### src/rtl/btn_capture_pkg.sv
// Shared constants for the switch operand-capture block: phase encodings
// and the counter-width helper used by the debouncer.
package btn_capture_pkg;

  localparam logic [1:0] PH_WAIT_OP1 = 2'd0;
  localparam logic [1:0] PH_WAIT_OP2 = 2'd1;
  localparam logic [1:0] PH_HOLD     = 2'd2;

  // Bits needed to count 0..value-1; never less than one bit.
  function automatic int clog2(input int value);
    int r;
    r = 0;
    while ((1 << r) < value) r++;
    return (r < 1) ? 1 : r;
  endfunction

endpackage

### src/rtl/btn_debounce.sv
// Two-flop synchroniser and whole-vector debouncer for the 4 board switches.
// db only changes once the synchronised vector has been identical for
// DEBOUNCE_CYCLES+1 consecutive samples, so data bits and ENTER settle together.
module btn_debounce
  import btn_capture_pkg::*;
#(
  parameter int DEBOUNCE_CYCLES = 16
) (
  input  logic       clk,
  input  logic       reset,
  input  logic [3:0] switches,
  output logic [3:0] db
);

  localparam int             CW      = clog2(DEBOUNCE_CYCLES);
  localparam logic [CW-1:0]  CNT_MAX = CW'(DEBOUNCE_CYCLES - 1);

  logic [1:0][3:0] sync_q;
  logic [3:0]      s;
  logic [3:0]      cand;
  logic [CW-1:0]   cnt;

  assign s = sync_q[1];

  // Bring the asynchronous switch levels into the clk domain.
  always_ff @(posedge clk or posedge reset) begin
    if (reset) sync_q <= '0;
    else begin
      sync_q[0] <= switches;
      sync_q[1] <= sync_q[0];
    end
  end

  // Any change restarts the stability count; a saturated count commits cand.
  always_ff @(posedge clk or posedge reset) begin
    if (reset) begin
      cand <= '0;
      cnt  <= '0;
      db   <= '0;
    end else if (s != cand) begin
      cand <= s;
      cnt  <= '0;
    end else if (cnt == CNT_MAX) begin
      db   <= cand;
    end else begin
      cnt  <= cnt + CW'(1);
    end
  end

endmodule

### src/rtl/btn_operand_capture.sv
// Captures two operands from the board switches on successive ENTER presses
// and presents them as a valid/ack pair. phase mirrors the state register.
// Optional: define BTN_CAPTURE_OVERRUN_EN to add a sticky overrun flag that
// records presses dropped while a pair is waiting to be taken.
// WIDTH must not exceed 3: the data field is switches[2:0].
module btn_operand_capture
  import btn_capture_pkg::*;
#(
  parameter int DEBOUNCE_CYCLES = 16,
  parameter int WIDTH           = 3
) (
  input  logic             clk,
  input  logic             reset,
  input  logic [3:0]       switches,
  input  logic             ack,
  output logic [WIDTH-1:0] in1,
  output logic [WIDTH-1:0] in2,
  output logic             valid,
  output logic [1:0]       phase
`ifdef BTN_CAPTURE_OVERRUN_EN
  ,
  output logic             overrun
`endif
);

  logic [3:0] db;
  logic [3:0] db_prev;
  logic       press;
  logic [1:0] state_q;
  logic [1:0] state_d;
  logic       ld_in1;
  logic       ld_in2;
  logic       accept;

  btn_debounce #(
    .DEBOUNCE_CYCLES(DEBOUNCE_CYCLES)
  ) u_debounce (
    .clk      (clk),
    .reset    (reset),
    .switches (switches),
    .db       (db)
  );

  // Previous debounced vector for rising-edge detection of ENTER.
  always_ff @(posedge clk or posedge reset) begin
    if (reset) db_prev <= '0;
    else       db_prev <= db;
  end

  // One-cycle strobe on a debounced ENTER rising edge; releases are ignored.
  assign press = db[3] & ~db_prev[3];

  // State register.
  always_ff @(posedge clk or posedge reset) begin
    if (reset) state_q <= PH_WAIT_OP1;
    else       state_q <= state_d;
  end

  // Next state: ack in HOLD takes priority, so a coincident press is lost.
  always_comb begin
    state_d = state_q;
    case (state_q)
      PH_WAIT_OP1: if (press) state_d = PH_WAIT_OP2;
      PH_WAIT_OP2: if (press) state_d = PH_HOLD;
      PH_HOLD:     if (ack)   state_d = PH_WAIT_OP1;
      default:                state_d = PH_WAIT_OP1;
    endcase
  end

  // Output decode: load strobes for the capture registers.
  always_comb begin
    ld_in1 = (state_q == PH_WAIT_OP1) & press;
    ld_in2 = (state_q == PH_WAIT_OP2) & press;
    accept = (state_q == PH_HOLD) & ack;
  end

  // Operand and valid registers; operands persist until the next capture.
  always_ff @(posedge clk or posedge reset) begin
    if (reset) begin
      in1   <= '0;
      in2   <= '0;
      valid <= 1'b0;
    end else begin
      if (ld_in1) in1 <= db[WIDTH-1:0];
      if (ld_in2) in2 <= db[WIDTH-1:0];
      if (ld_in2)      valid <= 1'b1;
      else if (accept) valid <= 1'b0;
    end
  end

  assign phase = state_q;

`ifdef BTN_CAPTURE_OVERRUN_EN
  logic dropped;
  assign dropped = (state_q == PH_HOLD) & press & ~ack;

  // Sticky flag for presses lost in HOLD; an accepted ack clears it first.
  always_ff @(posedge clk or posedge reset) begin
    if (reset)        overrun <= 1'b0;
    else if (accept)  overrun <= 1'b0;
    else if (dropped) overrun <= 1'b1;
  end
`endif

endmodule

### config.mk
export PLATFORM = sky130hd
export DESIGN_NAME = btn_operand_capture
export DESIGN_NICKNAME = d
export VERILOG_FILES = /design/src/rtl/btn_capture_pkg.sv /design/src/rtl/btn_debounce.sv /design/src/rtl/btn_operand_capture.sv
export SDC_FILE = /design/constraint.sdc
export NUM_CORES = 1
export LEC_CHECK = 0
export ABC_CLOCK_PERIOD_IN_PS = 3100
export CORE_UTILIZATION = 55
export CTS_CLUSTER_SIZE = 30
export DETAILED_ROUTE_END_ITERATION = 7
export GPL_TIMING_DRIVEN = 0
export PLACE_DENSITY_LB_ADDON = 0.05
export SYNTH_ARGS = -nofsm -noshare
export SYNTH_HDL_FRONTEND = slang
export SYNTH_HIERARCHICAL = 1
export SYNTH_SLANG_ARGS = --single-unit
### constraint.sdc
create_clock -name clk -period 3.1 [get_ports clk]
set_clock_uncertainty 0.1 [all_clocks]
set_input_delay 0.31 -clock clk [delete_from_list [all_inputs] [get_ports clk]]
set_output_delay 0.31 -clock clk [all_outputs]
set_load 0.02 [all_outputs]
=== Word level (Yosys, flattened, before mapping) ===
Index checks and enable logic that the tools add are counted.

* Register bits after elaboration: 33
* Bits of input ports: 7
* Output and inout port bits: 9
* Word-level logic and storage cells: 37

* Add/subtract/negate cells: 1
* Equal/unequal tests: 8
* Muxes and demuxes: 8
* Bitwise operators: 6
* Reductions and logical operators: 4

{| class="wikitable"
|+ Operator list
! cell !! number
|-
| two-way mux 4 bit || 2
|-
| two-way mux 2 bit || 3
|-
| inequality test 2 bit (second input constant) || 3
|-
| one-hot mux 2 bit (3 select lines) || 1
|-
| adder 4 x 1 -> 4 bit (second input constant) || 1
|-
| bitwise AND 1 bit || 4
|-
| == test 4 bit (second input constant) || 1
|-
| inequality test 4 bit || 1
|-
| AND reduction 3 bit || 1
|-
| == test 2 x 1 -> 1 bit (second input constant) || 1
|-
| == test 2 bit (second input constant) || 1
|-
| logical NOT 2 bit || 1
|-
| two-way mux 1 bit || 2
|-
| inequality test 2 x 1 -> 1 bit (second input constant) || 1
|-
| inverter 1 bit || 2
|-
| AND reduction 2 bit || 1
|-
| nonzero test 2 bit || 1
|}

=== Depth between registers and ports, before layout ===
Gate-level depths: netlist of run 1.

* Depth after elaboration: 4
* Depth in mapped cells: 4
* Mapped depth without buffers: 4

=== Cells and area by module ===
The synthesis of run 1 kept the hierarchy.

{| class="wikitable"
|+ By module, submodules not included
! module !! instances !! cells an instance !! area an instance (µm²) !! seq. area each (µm²)
|-
| btn_debounce || 1 || 49 || 706.9 || 500.5
|-
| btn_operand_capture || 1 || 29 || 407.9 || 250.2
|}

=== Worst setup path before layout of run 1 ===
OpenSTA, ideal clock, no wires.

* Kind: register to register
* Start point: reg u_debounce.cnt[0]
* End point: reg u_debounce.db[0]
* Library setup time: 128 ps
* Arrival: 1262 ps
* Required time: 2872 ps
* Setup slack: 1611 ps
* Stages on the path, launching flop included: 5
* Buffers on the path: 0
* Clock period less this slack: 1489 ps
* Cells stage by stage: dfrtp_1 > ha_1 > nand3_1 > nor2_4 > mux2_1

* Word-level cells in the longest chain between the ends: 2

{| class="wikitable"
|+ Ends and longest elaborated chain
! what !! RTL line !! source
|-
| start, declared || btn_debounce.sv:21 || <nowiki>logic [CW-1:0] cnt;</nowiki>
|-
| start signal, assigned || btn_debounce.sv:46 || <nowiki>cnt <= cnt + CW'(1);</nowiki>
|-
| == test 4 bit || btn_debounce.sv:43 || <nowiki>end else if (cnt == CNT_MAX) begin</nowiki>
|-
| AND reduction 2 bit (no source line) || -- ||
|-
| end signal, assigned || btn_debounce.sv:44 || <nowiki>db <= cand;</nowiki>
|-
| end, declared || btn_debounce.sv:12 || <nowiki>output logic [3:0] db</nowiki>
|}

Every way passes these cells.
A chain may end at the register's enable or synchronous reset.

=== Worst setup path in the final report of run 1 ===
* Start point: reg state_q[0] (netlist: phase[0])
* End point: out phase[0]

{| class="wikitable"
|+ RTL lines
! what !! RTL line !! source
|-
| start, declared || btn_operand_capture.sv:29 || <nowiki>logic [1:0] state_q;</nowiki>
|-
| start signal, assigned || btn_operand_capture.sv:56 || <nowiki>else state_q <= state_d;</nowiki>
|-
| end, declared || btn_operand_capture.sv:19 || <nowiki>output logic [1:0] phase</nowiki>
|}

No word-level cell between the ends.

==> results by group, run 1 <==
Run status
  • Status: complete, no violations

Synthesis
  • Largest family of logic cells by synthesized area: multiplexers
  • Synth area leader: dfrtp_1
  • FFs w/ async S/R, synth: 100%
  • Synth area leaders: dfrtp_1 67%, xnor2_1 4.7%, mux2_1 4.0%
  • Syn Std Cell Area: 0.00111 sq mm
  • Post-Synth Simple-Gate Area: 11.3%
  • Synth Warn #: 6
  • Number of synthesized register bits: 30
  • Mux share of post-synthesis cell area: 12.0%
  • Syn_area_per_cell: 14.3 sq um
  • Compound-Gate Fraction of Synth Area: 1.46%
  • Yosys top cell area share: 67.3%
  • Synth cell types: 24
  • Top FF cell, synth: dfrtp_1
  • XOR/XNOR Fraction of Synth Area: 4.71%
  • Register area share after synthesis: 67.3%
  • Synth Instances: 78
  • Post-Synth Adder-Cell Area: 1.12%
  • Syn nets: 86
  • Number of synthesized flops with an enable pin: 0

Finish
  • Core Util, Final: 74.5%
  • Final std cells w/o fill: 126
  • Diodes inserted: 0
  • Fraction of layout cells with a size suffix above 1: 17.8%
  • Layout area overhead: 21.7%
  • Commonest non-fill, non-tap cell in the layout: dfrtp_1
  • Commonest non-fill, non-tap cells in the layout: 30 x dfrtp_1, 15 x clkdlybuf4s50_1, 7 x nor2_1
  • # nets final: 108

CTS
  • CTS Buf Count: 5
  • CTS H-tree lvls: 2
  • # resized after CTS: 0
  • Longest Clk Path Bufs: 2
  • Hold_buf cts: 0
  • Reg clk slew, reported paths: 0.09 ns
  • Sink Count: 30
  • Clock Tree Root: clkbuf_4
  • CTS tree: built
  • Worst skew pair latency: 0.31 ns
  • Setup Fix Bufs, Post-CTS: 0

Worst setup path
  • Critical Path End Type: output port
  • Crit-path leading delay family: buffers and inverters
  • Worst path max stage delay: 0.64 ns
  • CP Data Required Time: 2.69 ns
  • Worst Path Buf+Inv: 1
  • Cell Chain, Critical Path: clkdlybuf4s50_1
  • CP startpoint kind: flop
  • Slowest-stage cell, CP: clkdlybuf4s50_1
  • Worst-path fanout max: 6
  • CP Data Arrival Time: 1.40 ns
  • Setup CP Type: reg -> out

Power
  • Pleak: 0.000642 uW
  • PwrDens: 487 mW/mm^2
  • Total power: 660 uW
  • VDD IR-drop max: 0.606 mV

Floorplan
  • Die width: 47.0 um
  • Starting density of the core: 61.2%
  • Die ar.: 0.00221 sq mm
  • IO Pins: 16
  • Row count: 15
  • Core Region: 0.00182 sq mm
  • Vert. Die Dim: 47.0 um

Detailed routing
  • Via density per instance: 5.01
  • DR DRC count: 0
  • WL/cell: 11.7 um
  • Post-route ant nets: 0
  • Initial DRC count: 4
  • First-pass iteration count of the detailed router: 4
  • WL final: 1480 um
  • Vias: 631

Timing
  • Max Freq: 553 MHz
  • RSZ-0062 raised after global routing: false
  • Worst setup margin: 1.29 ns
  • Endpoints failing hold: 0
  • Setup tns final: 0 ns
  • Slew headroom: 51.8%
  • Worst slew pin tran: 0.722 ns
  • Pins Over Slew Limit: 0
  • Setup violators final: 0
  • Tmin final: 1.81 ns
  • Tcrit/Tclk final: 58.4%

Placed design
  • Pre-CTS setup slack: 1.49 ns
  • PortBufs: 15
  • Post-DP HPWL: 1090 um
  • DP Cell Count: 118
  • Gpl congestion: 0.751

Global routing
  • First-pass GRT wire length: 2490 um
  • Gr ovfl total: 0
  • Largest net degree at the start of global routing: 21
  • Total Routing Usage GR: 17.4%
  • Initial antenna violation count: 0
  • Vias in the first global route: 597

Worst hold path
  • Type of the tightest min-delay check: in -> async

Run
  • Max Cap Viol: 0
-- kinds of logic (layout without fill, tap and decap cells) --
group,count (synthesis),count (layout)
multiplexers,11,11
AO/OA/AOI/OAI,3,3
XOR/XNOR,6,6
adder cells (fa/ha/maj),1,1
flip-flops,30,30
AND/OR/NAND/NOR,21,21
buffers and inverters,6,29
-- per-layer routing --
layer  global-route usage, %  share of wire, %  vias to the layer above
li1                        -                 -                      301
met1                    20.0                47                      306
met2                    27.2                46                       20
met3                    9.23               5.8                        4
met4                    7.43               1.5                        0
met5                       0                 0                        -
-- power by group --
group | internal [uW] | switching, uW | total (uW)
Sequential | 400 | 5.08 | 405
Combinational | 12.8 | 13.4 | 26.2
Clock | 110 | 120 | 230
-- path summary, 6_finish.rpt --
kind / startpoint / endpoint / slack [ns] / cells past startpoint
worst max-delay path: phase[0] / phase[0] / 1.29 / 1
worst min-delay path: reset / in1[0] / 0.19 / 2
worst max register to register: u_debounce/cnt[0] / u_debounce/db[1] / 1.49 / 4
worst min register to register: u_debounce/sync_q[2] / u_debounce/s[2] / 0.26 / 0
max in group asynchronous: reset / u_debounce/cand[0] / 2.09 / 2
min in group clk: u_debounce/sync_q[2] / u_debounce/s[2] / 0.26 / 0
-- through the flow --
stage	hold WS, ns	area [sq um]
floorplan	0.0502	1110
global placement	0.233	1300
detailed placement	0.241	1300
CTS	0.194	1360
global route	0.221	1360
finish	0.192	1360
-- synthesized netlist by cell type (all sizes together) (2+ instances only) --
master,number
clkbuf,4
dfrtp,30
inv,2
mux2,10
nand2,3
nand3,2
nor2,8
nor3,2
nor3b,2
xnor2,6
-- final cells by class --
| cell class | instances | area, sq um |
|---|---|---|
| Buffer | 4 | 15.0 |
| Clock buffer | 7 | 55.1 |
| Clock inverter | 1 | 5.00 |
| Fill cell | 123 | 464 |
| Inverter | 2 | 7.51 |
| Multi-Input combinational cell | 42 | 342 |
| Sequential cell | 30 | 751 |
| Tap cell | 25 | 31.3 |
| Timing Repair Buffer | 15 | 150 |
-- registers in the layout, summed over array words and instances (netlist names), 2 cells and up --
name               cells
in2                    3
u_debounce/s           4
u_debounce/cand        4
u_debounce/cnt         4
u_debounce/db          4
u_debounce/sync_q      4
phase                  2
in1                    3
Note: power is estimated with default switching activity, not from simulation.
==> run 2: changes to the inputs <==
--- a/config.mk
+++ b/config.mk
@@ -5,8 +5,8 @@
 export SDC_FILE = /design/constraint.sdc
 export NUM_CORES = 1
 export LEC_CHECK = 0
-export ABC_CLOCK_PERIOD_IN_PS = 3100
-export CORE_UTILIZATION = 55
+export ABC_CLOCK_PERIOD_IN_PS = 1600
+export CORE_UTILIZATION = 46
 export CTS_CLUSTER_SIZE = 30
 export DETAILED_ROUTE_END_ITERATION = 7
 export GPL_TIMING_DRIVEN = 0
==> constraint.sdc (replaced) <==
create_clock -name clk -period 1.6 [get_ports clk]
set_clock_uncertainty 0.1 [all_clocks]
set_input_delay 0.16 -clock clk [delete_from_list [all_inputs] [get_ports clk]]
set_output_delay 0.16 -clock clk [all_outputs]
set_load 0.02 [all_outputs]
==> run 2 against run 1 <==
Against the previous run: sequential share of layout area decreased by 1.3 points; critical endpoint is now in2[1]; die area increased by 19%; first-iteration DRC count decreased by 25%; final cell count increased by 2.4%; critical path type unchanged; register-to-register slack got worse by 1.4 ns; clock power increased by 86%; via count increased by 2.1%; setup slack got worse by 1.2 ns; combinational power increased by 120%.
==> results by group, run 2 (synthesized netlist as in run 1, its figures left out) <==
Detailed routing
  • Post-route ant nets: 0 (unchanged)
  • Initial DRC count: 3 (was 4)
  • Via density per instance: 4.99 (was 5.01)
  • First-pass iteration count of the detailed router: 2 (was 4)
  • DR DRC count: 0 (unchanged)
  • WL/cell: 12.4 um (was 11.7 um)
  • Vias: 644 (was 631)
  • WL final: 1610 um (was 1480 um)

Timing
  • Slew headroom: 52.2% (was 51.8%)
  • Endpoints failing hold: 0 (unchanged)
  • Setup tns final: 0 ns (unchanged)
  • Setup violators final: 0 (unchanged)
  • Tcrit/Tclk final: 96.5%
  • Pins Over Slew Limit: 0 (unchanged)
  • RSZ-0062 raised after global routing: false (unchanged)
  • Worst slew pin tran: 0.716 ns (was 0.722 ns)
  • Tmin final: 1.54 ns
  • Max Freq: 648 MHz

Finish
  • Core Util, Final: 61.6% (was 74.5%)
  • Final Instance Area: 0.00139 sq mm (was 0.00136 sq mm)
  • Commonest non-fill, non-tap cells in the layout: 30 x dfrtp_1, 12 x clkdlybuf4s50_1, 7 x nor2_1 (was 30 x dfrtp_1, 15 x clkdlybuf4s50_1, 7 x nor2_1)
  • Commonest non-fill, non-tap cell in the layout: dfrtp_1 (unchanged)
  • Fraction of layout cells with a size suffix above 1: 22.8% (was 17.8%)
  • Diodes inserted: 0 (unchanged)
  • Layout area overhead: 24.6% (was 21.7%)
  • Fillcell total: 200 (was 123)
  • # nets final: 110 (was 108)

Floorplan
  • Starting density of the core: 49.4% (was 61.2%)
  • Die ar.: 0.00262 sq mm (was 0.00221 sq mm)
  • Die width: 51.2 um (was 47.0 um)
  • Row count: 17 (was 15)
  • Core Region: 0.00225 sq mm (was 0.00182 sq mm)
  • IO Pins: 16 (unchanged)
  • Vert. Die Dim: 51.2 um (was 47.0 um)

Power
  • Switching fraction of total power: 21.1% (was 20.9%)
  • PwrDens: 915 mW/mm^2 (was 487 mW/mm^2)
  • Int Pwr: 1000 uW (was 522 uW)
  • Switch Pwr: 268 uW (was 138 uW)
  • VDD IR-drop max: 0.648 mV (was 0.606 mV)
  • Clock power share: 33.7% (was 34.8%)
  • Pleak: 0.000683 uW (was 0.000642 uW)
  • Comb power frac: 4.6% (was 4.0%)
  • Total power: 1270 uW (was 660 uW)
  • Reg power frac: 61.8% (was 61.3%)

Worst setup path
  • Worst path max stage delay: 0.60 ns (was 0.64 ns)
  • Slowest-stage cell, CP: clkdlybuf4s50_1 (unchanged)
  • Crit-path leading delay family: buffers and inverters (unchanged)
  • R2R setup slack: 0.08 ns (was 1.49 ns)
  • CP startpoint kind: flop (unchanged)
  • Setup CP Type: reg -> out (unchanged)
  • Cell Chain, Critical Path: clkdlybuf4s50_1 (unchanged)
  • Worst-path fanout max: 2 (was 6)
  • FF-to-FF Start: u_debounce/cnt[1] (was u_debounce/cnt[0])
  • Reg2Reg Depth: 4 (unchanged)
  • RR Endpoint: u_debounce/db[3] (was u_debounce/db[1])
  • Worst Path Buf+Inv: 1 (unchanged)
  • CP Data Required Time: 1.34 ns (was 2.69 ns)
  • Critical Path End Type: output port (unchanged)
  • CP Data Arrival Time: 1.28 ns (was 1.40 ns)

CTS
  • Worst skew pair latency: 0.32 ns (was 0.31 ns)
  • CTS tree: built (unchanged)
  • Longest Clk Path Bufs: 2 (unchanged)
  • Reg clk slew, reported paths: 0.08 ns (was 0.09 ns)
  • Hold_buf cts: 0 (unchanged)
  • Sink Count: 30 (unchanged)
  • CTS Buf Count: 5 (unchanged)
  • Clock Tree Root: clkbuf_4 (unchanged)
  • CTS H-tree lvls: 2 (unchanged)

Placed design
  • Post-DP HPWL: 1110 um (was 1090 um)
  • Area post-placement: 0.00130 sq mm (about the same)
  • PortBufs: 15 (unchanged)
  • Gpl congestion: 0.692 (was 0.751)

Global routing
  • Gr ovfl total: 0 (unchanged)
  • First-pass GRT wire length: 2760 um (was 2490 um)
  • Initial antenna violation count: 0 (unchanged)
  • Total Routing Usage GR: 15.8% (was 17.4%)
  • Largest net degree at the start of global routing: 21 (unchanged)
  • Vias in the first global route: 623 (was 597)

Worst hold path
  • Type of the tightest min-delay check: in -> async (unchanged)

Run status
  • Status: complete, no violations (unchanged)

Run
  • Max Cap Viol: 0 (unchanged)
==> run 2: cell types whose count changed in the layout (fill, tap and decap cells not counted), sizes merged <==
cell,change
buf,+2
clkbuf,-1
clkdlybuf4s50,-3
clkinv,-1
dlygate4sd2,+2
dlymetal6s2s,+1
==> run 2: worst max path at each step <==
stage | start | to | cells past startpoint | slack (ns)
floorplan | u_debounce/cnt[0] | u_debounce/db[0] | 4 | 0.11
global placement | u_debounce/cnt[0] | u_debounce/db[1] | 4 | -0.01
detailed placement | u_debounce/cnt[0] | u_debounce/db[3] | 4 | -0.05
CTS | u_debounce/cand[1] | u_debounce/db[3] | 4 | 0.006
global route | in2[1] | in2[1] | 1 | 0.000001
finish | in2[1] | in2[1] | 1 | 0.06
==> run 2: routing by layer <==
layer	track usage, %	vias up	wire length (um)
met2	23.5	20	728
met1	17.5	313	712
met3	8.04	7	111
li1	-	304	-
met4	10.8	0	53
met5	0	-	0
==> run 2: metrics by stage <==
step           hold slack, ns  std cells  worst slack [ns]
6_report               0.0422        129            0.0567
5_1_grt                0.0925        129        0.00000133
4_1_cts                0.0468        128           0.00576
3_5_place_dp            0.237        121           -0.0507
3_3_place_gp            0.233        121           -0.0100
2_1_floorplan         -0.0998         78             0.111
==> run 2: power groups by stage <==
stage	logic, uW	clock network [uW]	registers (uW)
2_1_floorplan	30.6	0	797
3_3_place_gp	51.6	0	799
3_5_place_dp	52.6	0	800
4_1_cts	55.3	454	784
5_1_grt	65.8	476	787
6_report	58.1	428	785
==> run 2: repair_timing <==
item | 4_1_cts | 5_1_grt
gates resized for setup | 3 | 4
endpoints found under the setup margin | 6 | 5
setup buffers | 1 | 1
pin swaps | 2 | 1
==> run 2: final cells by class <==
class	count	area, sq um	area share [%]
inverter	2	7.51	0.541
buffer	4	15.0	1.08
timing repair buffer	17	165	11.9
sequential	30	751	54.1
tap	28	35.0	2.52
clock buffer	6	51.3	3.69
multi-input combinational	42	364	26.2
==> run 3: changes to the inputs <==
--- a/config.mk
+++ b/config.mk
@@ -10,7 +10,7 @@
 export CTS_CLUSTER_SIZE = 30
 export DETAILED_ROUTE_END_ITERATION = 7
 export GPL_TIMING_DRIVEN = 0
-export PLACE_DENSITY_LB_ADDON = 0.05
+export PLACE_DENSITY = 0.83
 export SYNTH_ARGS = -nofsm -noshare
 export SYNTH_HDL_FRONTEND = slang
 export SYNTH_HIERARCHICAL = 1
==> run 3 against run 2 <==
Against the previous run: first-iteration DRC count unchanged; critical path depth unchanged; flip-flop and latch count is the same; final cell count did not move; clock power decreased by 9.8%; setup slack improved by 0.0017 ns; hold slack gained 0.025 ns; total power fell by 3.8%; via count stayed put; combinational power shrank 10%; register-to-register slack is essentially flat; global-route usage increased by 1.7 points; highest routed layer unchanged.
==> results by group, run 3 (synthesized netlist as in run 1, its figures left out) <==
Floorplan
  • Die ar.: 0.00262 sq mm (unchanged)
  • Vert. Die Dim: 51.2 um (unchanged)
  • IO Pins: 16 (unchanged)
  • Row count: 17 (unchanged)
  • Starting density of the core: 49.4% (unchanged)
  • Die width: 51.2 um (unchanged)
  • Core Region: 0.00225 sq mm (unchanged)

CTS
  • Longest Clk Path Bufs: 2 (unchanged)
  • Reg clk slew, reported paths: 0.08 ns (about the same)
  • Worst skew pair latency: 0.31 ns (was 0.32 ns)
  • Clock Tree Root: clkbuf_4 (unchanged)
  • CTS tree: built (unchanged)
  • CTS Buf Count: 5 (unchanged)
  • CTS H-tree lvls: 2 (unchanged)
  • Sink Count: 30 (unchanged)

Power
  • VDD IR-drop max: 0.593 mV (was 0.648 mV)
  • Switch Pwr: 256 uW (was 268 uW)
  • Reg power frac: 64.2% (was 61.8%)
  • PwrDens: 895 mW/mm^2 (was 915 mW/mm^2)
  • Pleak: 0.000699 uW (was 0.000683 uW)
  • Total power: 1220 uW (was 1270 uW)
  • Clock power share: 31.6% (was 33.7%)
  • Switching fraction of total power: 21.0% (was 21.1%)
  • Comb power frac: 4.3% (was 4.6%)
  • Int Pwr: 966 uW (was 1000 uW)

Detailed routing
  • WL/cell: 13.0 um (was 12.4 um)
  • Initial DRC count: 3 (unchanged)
  • Post-route ant nets: 0 (unchanged)
  • First-pass iteration count of the detailed router: 3 (was 2)
  • WL final: 1670 um (was 1610 um)
  • Via density per instance: 4.99 (unchanged)
  • DR DRC count: 0 (unchanged)
  • Vias: 644 (unchanged)

Placed design
  • Area post-placement: 0.00130 sq mm (unchanged)
  • Post-DP HPWL: 1230 um (was 1110 um)
  • Pre-CTS setup slack: -0.0109 ns (was -0.0507 ns)
  • Gpl congestion: 0.653 (was 0.692)
  • PortBufs: 15 (unchanged)

Global routing
  • Vias in the first global route: 677 (was 623)
  • Initial antenna violation count: 0 (unchanged)
  • Total Routing Usage GR: 17.5% (was 15.8%)
  • Largest net degree at the start of global routing: 21 (unchanged)
  • First-pass GRT wire length: 3070 um (was 2760 um)
  • Gr ovfl total: 0 (unchanged)

Finish
  • Core Util, Final: 60.5% (was 61.6%)
  • Multi-input gate area: 349 sq um (was 364 sq um)
  • Commonest non-fill, non-tap cells in the layout: 30 x dfrtp_1, 10 x clkdlybuf4s50_1, 7 x nor2_1 (was 30 x dfrtp_1, 12 x clkdlybuf4s50_1, 7 x nor2_1)
  • Layout area overhead: 22.4% (was 24.6%)
  • Commonest non-fill, non-tap cell in the layout: dfrtp_1 (unchanged)
  • Storage element area: 751 sq um (unchanged)
  • Fillcell total: 194 (was 200)
  • Final Instance Area: 0.00137 sq mm (was 0.00139 sq mm)
  • Fraction of layout cells with a size suffix above 1: 18.8% (was 22.8%)
  • # nets final: 109 (was 110)
  • Diodes inserted: 0 (unchanged)

Timing
  • Setup violators final: 0 (unchanged)
  • Worst setup margin: 0.0584 ns (was 0.0567 ns)
  • Endpoints failing hold: 0 (unchanged)
  • RSZ-0062 raised after global routing: false (unchanged)
  • Slew headroom: 52.4% (was 52.2%)
  • Max Freq: 649 MHz (was 648 MHz)
  • Tmin final: 1.54 ns (about the same)
  • Worst slew pin tran: 0.713 ns (was 0.716 ns)
  • Tcrit/Tclk final: 96.4% (was 96.5%)
  • Pins Over Slew Limit: 0 (unchanged)
  • Setup tns final: 0 ns (unchanged)

Worst setup path
  • Worst Path Buf+Inv: 1 (unchanged)
  • Crit-path leading delay family: buffers and inverters (unchanged)
  • CP startpoint kind: flop (unchanged)
  • CP Data Required Time: 1.34 ns (about the same)
  • Setup CP Type: reg -> out (unchanged)
  • Worst path max stage delay: 0.60 ns (about the same)
  • Slowest-stage cell, CP: clkdlybuf4s50_1 (unchanged)
  • Critical Path End Type: output port (unchanged)
  • R2R setup slack: 0.09 ns (was 0.08 ns)
  • FF-to-FF Start: u_debounce/cand[2] (was u_debounce/cnt[1])
  • CP Data Arrival Time: 1.28 ns (about the same)
  • Worst-path fanout max: 2 (unchanged)
  • Reg2Reg Depth: 4 (unchanged)
  • Cell Chain, Critical Path: clkdlybuf4s50_1 (unchanged)
  • RR Endpoint: u_debounce/db[2] (was u_debounce/db[3])

Worst hold path
  • Type of the tightest min-delay check: in -> async (unchanged)

Run
  • Max Cap Viol: 0 (unchanged)

Run status
  • Status: complete, no violations (unchanged)
run 3: power groups by stage:
stage | sequential (uW) | clock [uW] | combinational, uW
2_1_floorplan | 797 | 0 | 30.6
3_3_place_gp | 798 | 0 | 49.8
3_5_place_dp | 800 | 0 | 51.8
4_1_cts | 785 | 409 | 52.3
5_1_grt | 786 | 441 | 58.9
6_report | 784 | 386 | 52.2
run 3: worst max-delay path by stage:
stage | slack [ns] | start | cells past startpoint | to
after floorplan | 0.11 | u_debounce/cnt[0] | 4 | u_debounce/db[0]
after global placement | 0.05 | u_debounce/cnt[0] | 4 | u_debounce/db[0]
after detailed placement | -0.01 | u_debounce/cnt[0] | 4 | u_debounce/db[2]
after CTS | 0.004 | valid | 1 | valid
after global routing | 0.002 | in2[2] | 1 | in2[2]
final | 0.06 | in2[0] | 1 | in2[0]
run 3: layer usage:
metal  share of wire [%]  GRT usage [%]  up-vias
met5                   0              0        -
met4                 2.4           9.46        0
met1                  36           16.3      317
li1                    -              -      300
met2                  53           31.1       22
met3                 7.7           8.33        5
run 3: cell type report:
class / instances / share of cell area [%]
Buffer: 4 / 1.10
Clock buffer: 7 / 3.30
Tap cell: 28 / 2.57
Timing Repair Buffer: 16 / 11.9
Sequential cell: 30 / 55.0
Inverter: 2 / 0.550
Multi-Input combinational cell: 42 / 25.6
run 3: through the flow:
step | hold WS [ns] | instances
final | 0.0677 | 129
after global placement | 0.233 | 121
after floorplan | -0.0998 | 78
after global routing | 0.103 | 129
after CTS | 0.0710 | 128
after detailed placement | 0.240 | 121
run 3: what timing repair did:
action / CTS / global route
endpoints found under the hold margin: 0 / 0
hold buffers: 0 / 0
buffers inserted: 0 / 1
resized for setup: 3 / 4
pin swaps: 0 / 2
setup endpoints to repair: 6 / 7
==> variant 1: new RTL, settings of run 2 <==
Build with the macro `BTN_CAPTURE_OVERRUN_EN` defined.
--- a/src/rtl/btn_operand_capture.sv
+++ b/src/rtl/btn_operand_capture.sv
@@ -3,6 +3,8 @@
 // Optional: define BTN_CAPTURE_OVERRUN_EN to add a sticky overrun flag that
 // records presses dropped while a pair is waiting to be taken.
 // WIDTH must not exceed 3: the data field is switches[2:0].
+`define BTN_CAPTURE_OVERRUN_EN
+
 module btn_operand_capture
   import btn_capture_pkg::*;
 #(
Check against the original RTL (old outputs only; new: overrun): equivalent (Yosys induction, for registers that start in step).
==> variant 1 against run 2 <==
  * Sequential power up 3.3%
  * Total power down 2.0%
  * Wire length up 6.0%
  * Synthesized area up 3.8%
  * Sequential cell count up 1
  * Worst hold slack better by 0.011 ns
  * Count of clock-buffer cells in the layout unchanged
  * Critical path depth unchanged
  * Setup slack better by 0.0081 ns
  * Synthesized cell count up 2.6%
  * Global-route usage down 0.78 points
  * Design area up 3.1%
==> variant 1: results <==
set metrics [dict create \
    max_slew.worst_pin.slew_ns 0.710 \
    synth_nets 88 \
    detailroute.wirelength.met3_um 93 \
    io_buffers 16 \
    drt-met1-wl_um 711 \
    wl_per_cell_um 12.9 \
    dp_hpwl_um 1190 \
    synth.area.top_cells "dfrtp_1, mux2_2, mux2_1, xnor2_1, nor2_1" \
    grtUsageMet1 0.184 \
    firstDrtPassIters 4 \
    routed-wl-met2_um 876 \
    grt_pass1_vias 616 \
    placed_cell_area_um2 1350 \
    buffers 22 \
    clockNetworkAreaShare 0.0288 \
    syn-instance-count 80 \
    drive_gt1_frac 0.212 \
    multi_input_cells 41 \
    use_met3 0.0439 \
    ir_drop_v 0.000703 \
    synth_common_cells "dfrtp_1, mux2_2, nor2_1, xnor2_1" \
    drtIter0Drc 4 \
    dp_slack_ns -0.0309 \
    synth_cell_type_count 25 \
    multi_input_area_um2 374 \
    final_cells 132 \
    seq_area_um2 776 \
    inv_count 4 \
    fillCellCount 187 \
    buf_share 0.133 \
    final_nets 113 \
    cts_setup_buffers 0 \
    vias 669 \
    p_leak_nw 0.704 \
    gp_congestion 0.666 \
    grt_pass1_wl_um 2810 \
    outcome "finished, final reports clean" \
    grtUsageMet2 0.233 \
]
[variant 1: cell count changes after synthesis, moves of 2 or more]
cell	delta
mux2_2	+3
mux2_4	-3
inv_1	+2
nor2_1	-2
[variant 1: worst paths after layout]
path	slack (ns)	startpoint	depth (start not counted)	to
max	0.06	overrun$_DFFE_PP0P_	1	overrun
min	0.05	reset	2	phase[1]$_DFFE_PP0P_
max reg2reg	0.07	u_debounce/cnt[0]$_DFFE_PP0P_	4	u_debounce/db[2]$_DFFE_PP0P_
min reg2reg	0.25	u_debounce/sync_q[1]$_DFF_PP0_	0	u_debounce/s[1]$_DFF_PP0_
max in group asynchronous	0.76	reset	2	u_debounce/cand[1]$_DFFE_PP0P_
min in group clk	0.19	switches[3]	1	u_debounce/sync_q[3]$_DFF_PP0_
[variant 1: cell families (layout without fill, tap and decap cells)]
group,Yosys count,count (layout),share of synthesized area
AO/OA/AOI/OAI,6,6,0.0357
XOR/XNOR,6,6,0.0454
adder cells (fa/ha/maj),1,1,0.0108
buffers and inverters,8,32,0.0259
flip-flops,31,31,0.670
multiplexers,11,11,0.106
AND/OR/NAND/NOR,17,17,0.106
[variant 1: per-stage QoR]
step	total power, mW	hold slack (ns)	util
finish	1.24	0.0537	0.623
detailed placement	0.878	0.237	0.589
global route	1.31	0.0751	0.623
CTS	1.26	0.0527	0.608
global placement	0.877	0.232	0.589
floorplan	0.854	-0.0876	-
[variant 1: report_power, final]
| group | internal [mW] | switching [mW] | total [mW] |
|---|---|---|---|
| Combinational | 0.0313 | 0.0279 | 0.0591 |
| Clock | 0.156 | 0.219 | 0.375 |
| Sequential | 0.799 | 0.0116 | 0.811 |
==> variant 2: new RTL, config.mk and constraints of run 2 <==
Made on the original files. Add an input register stage for `switches`, without a reset; this delays it by one clock. The other inputs are not delayed to match.
--- a/src/rtl/btn_operand_capture.sv
+++ b/src/rtl/btn_operand_capture.sv
@@ -23,6 +23,12 @@
 `endif
 );
 
+  logic [3:0] switches_q;
+
+  always_ff @(posedge clk) begin
+    switches_q <= switches;
+  end
+
   logic [3:0] db;
   logic [3:0] db_prev;
   logic       press;
@@ -37,7 +43,7 @@
   ) u_debounce (
     .clk      (clk),
     .reset    (reset),
-    .switches (switches),
+    .switches (switches_q),
     .db       (db)
   );
 
Formal check against the unedited RTL: no difference found for any inputs over 10 cycles, from zero or initial values and one cycle with reset high; that may be too few to reach the edited logic, so the function may still have changed.
==> variant 2 against run 2 <==
  * Wire length grew 12%
  * Synthesized area is 8.4% higher
  * Sequential cell count increased by 4
  * Global-route usage rose by 1.0 points
  * Total power grew 12%
  * Non-clock buffer count fell by 1
  * Setup slack gained 0.031 ns
  * Critical endpoint is now u_debounce/db[3]$_DFFE_PP0P_
  * Design area up 8.3%
  * Core utilization decreased by 0.89 points
  * Synthesized cell count rose by 3.8%
  * Highest routed layer unchanged
==> variant 2: results <==
set metrics [dict create \
    synth_nets 89 \
    grt_pass1_vias 644 \
    wl_per_cell_um 13.3 \
    multi_input_area_um2 377 \
    use_met3 0.0948 \
    grt_usage 0.168 \
    utilization 0.607 \
    clock-sinks 34 \
    critPathTopFamily "flip-flops" \
    synth.area.top_cells "dfrtp_1, dfxtp_1, xnor2_1, mux2_1, mux2_4" \
    grt_pass1_wl_um 3050 \
    drive_gt1_frac 0.219 \
    p_int_mw 1.12 \
    synth_common_cells "dfrtp_1, nor2_1, xnor2_1" \
    fin_hold_ws_ns 0.0305 \
    seq_share 0.552 \
    drt-met1-wl_um 841 \
    detailroute.wirelength.met3_um 96 \
    max_slew.worst_pin.slew_ns 0.739 \
    inv_count 3 \
    synthArstFlopShare 0.882 \
    outcome "finished, final reports clean" \
    timing.rr.start "u_debounce/cnt[0]$_DFFE_PP0P_" \
    routed_wl_um 1790 \
    gp_congestion 0.696 \
    fillCellCount 212 \
    buffers 20 \
    seq_area_frac_synth 0.687 \
    max_stage_delay_ns 0.46 \
    placed_cells 126 \
]
==> variant 2: cells by family after synthesis <==
family,count (synthesis),synth area share
AND/OR/NAND/NOR,17,0.101
AO/OA/AOI/OAI,5,0.0248
XOR/XNOR,6,0.0435
flip-flops,34,0.687
adder cells (fa/ha/maj),1,0.0104
multiplexers,11,0.111
buffers and inverters,7,0.0217
==> variant 2: worst max path at each step <==
| stage | endpoint | depth (start not counted) | slack [ns] |
|---|---|---|---|
| final | u_debounce/db[3]$_DFFE_PP0P_ | 4 | 0.09 |
| after global routing | u_debounce/db[3]$_DFFE_PP0P_ | 4 | 0.004 |
| after CTS | in2[0] | 1 | 0.006 |
| after detailed placement | u_debounce/db[3]$_DFFE_PP0P_ | 4 | -0.008 |
| after global placement | u_debounce/db[3]$_DFFE_PP0P_ | 4 | -0.007 |
| after floorplan | u_debounce/db[0]$_DFFE_PP0P_ | 4 | 0.11 |
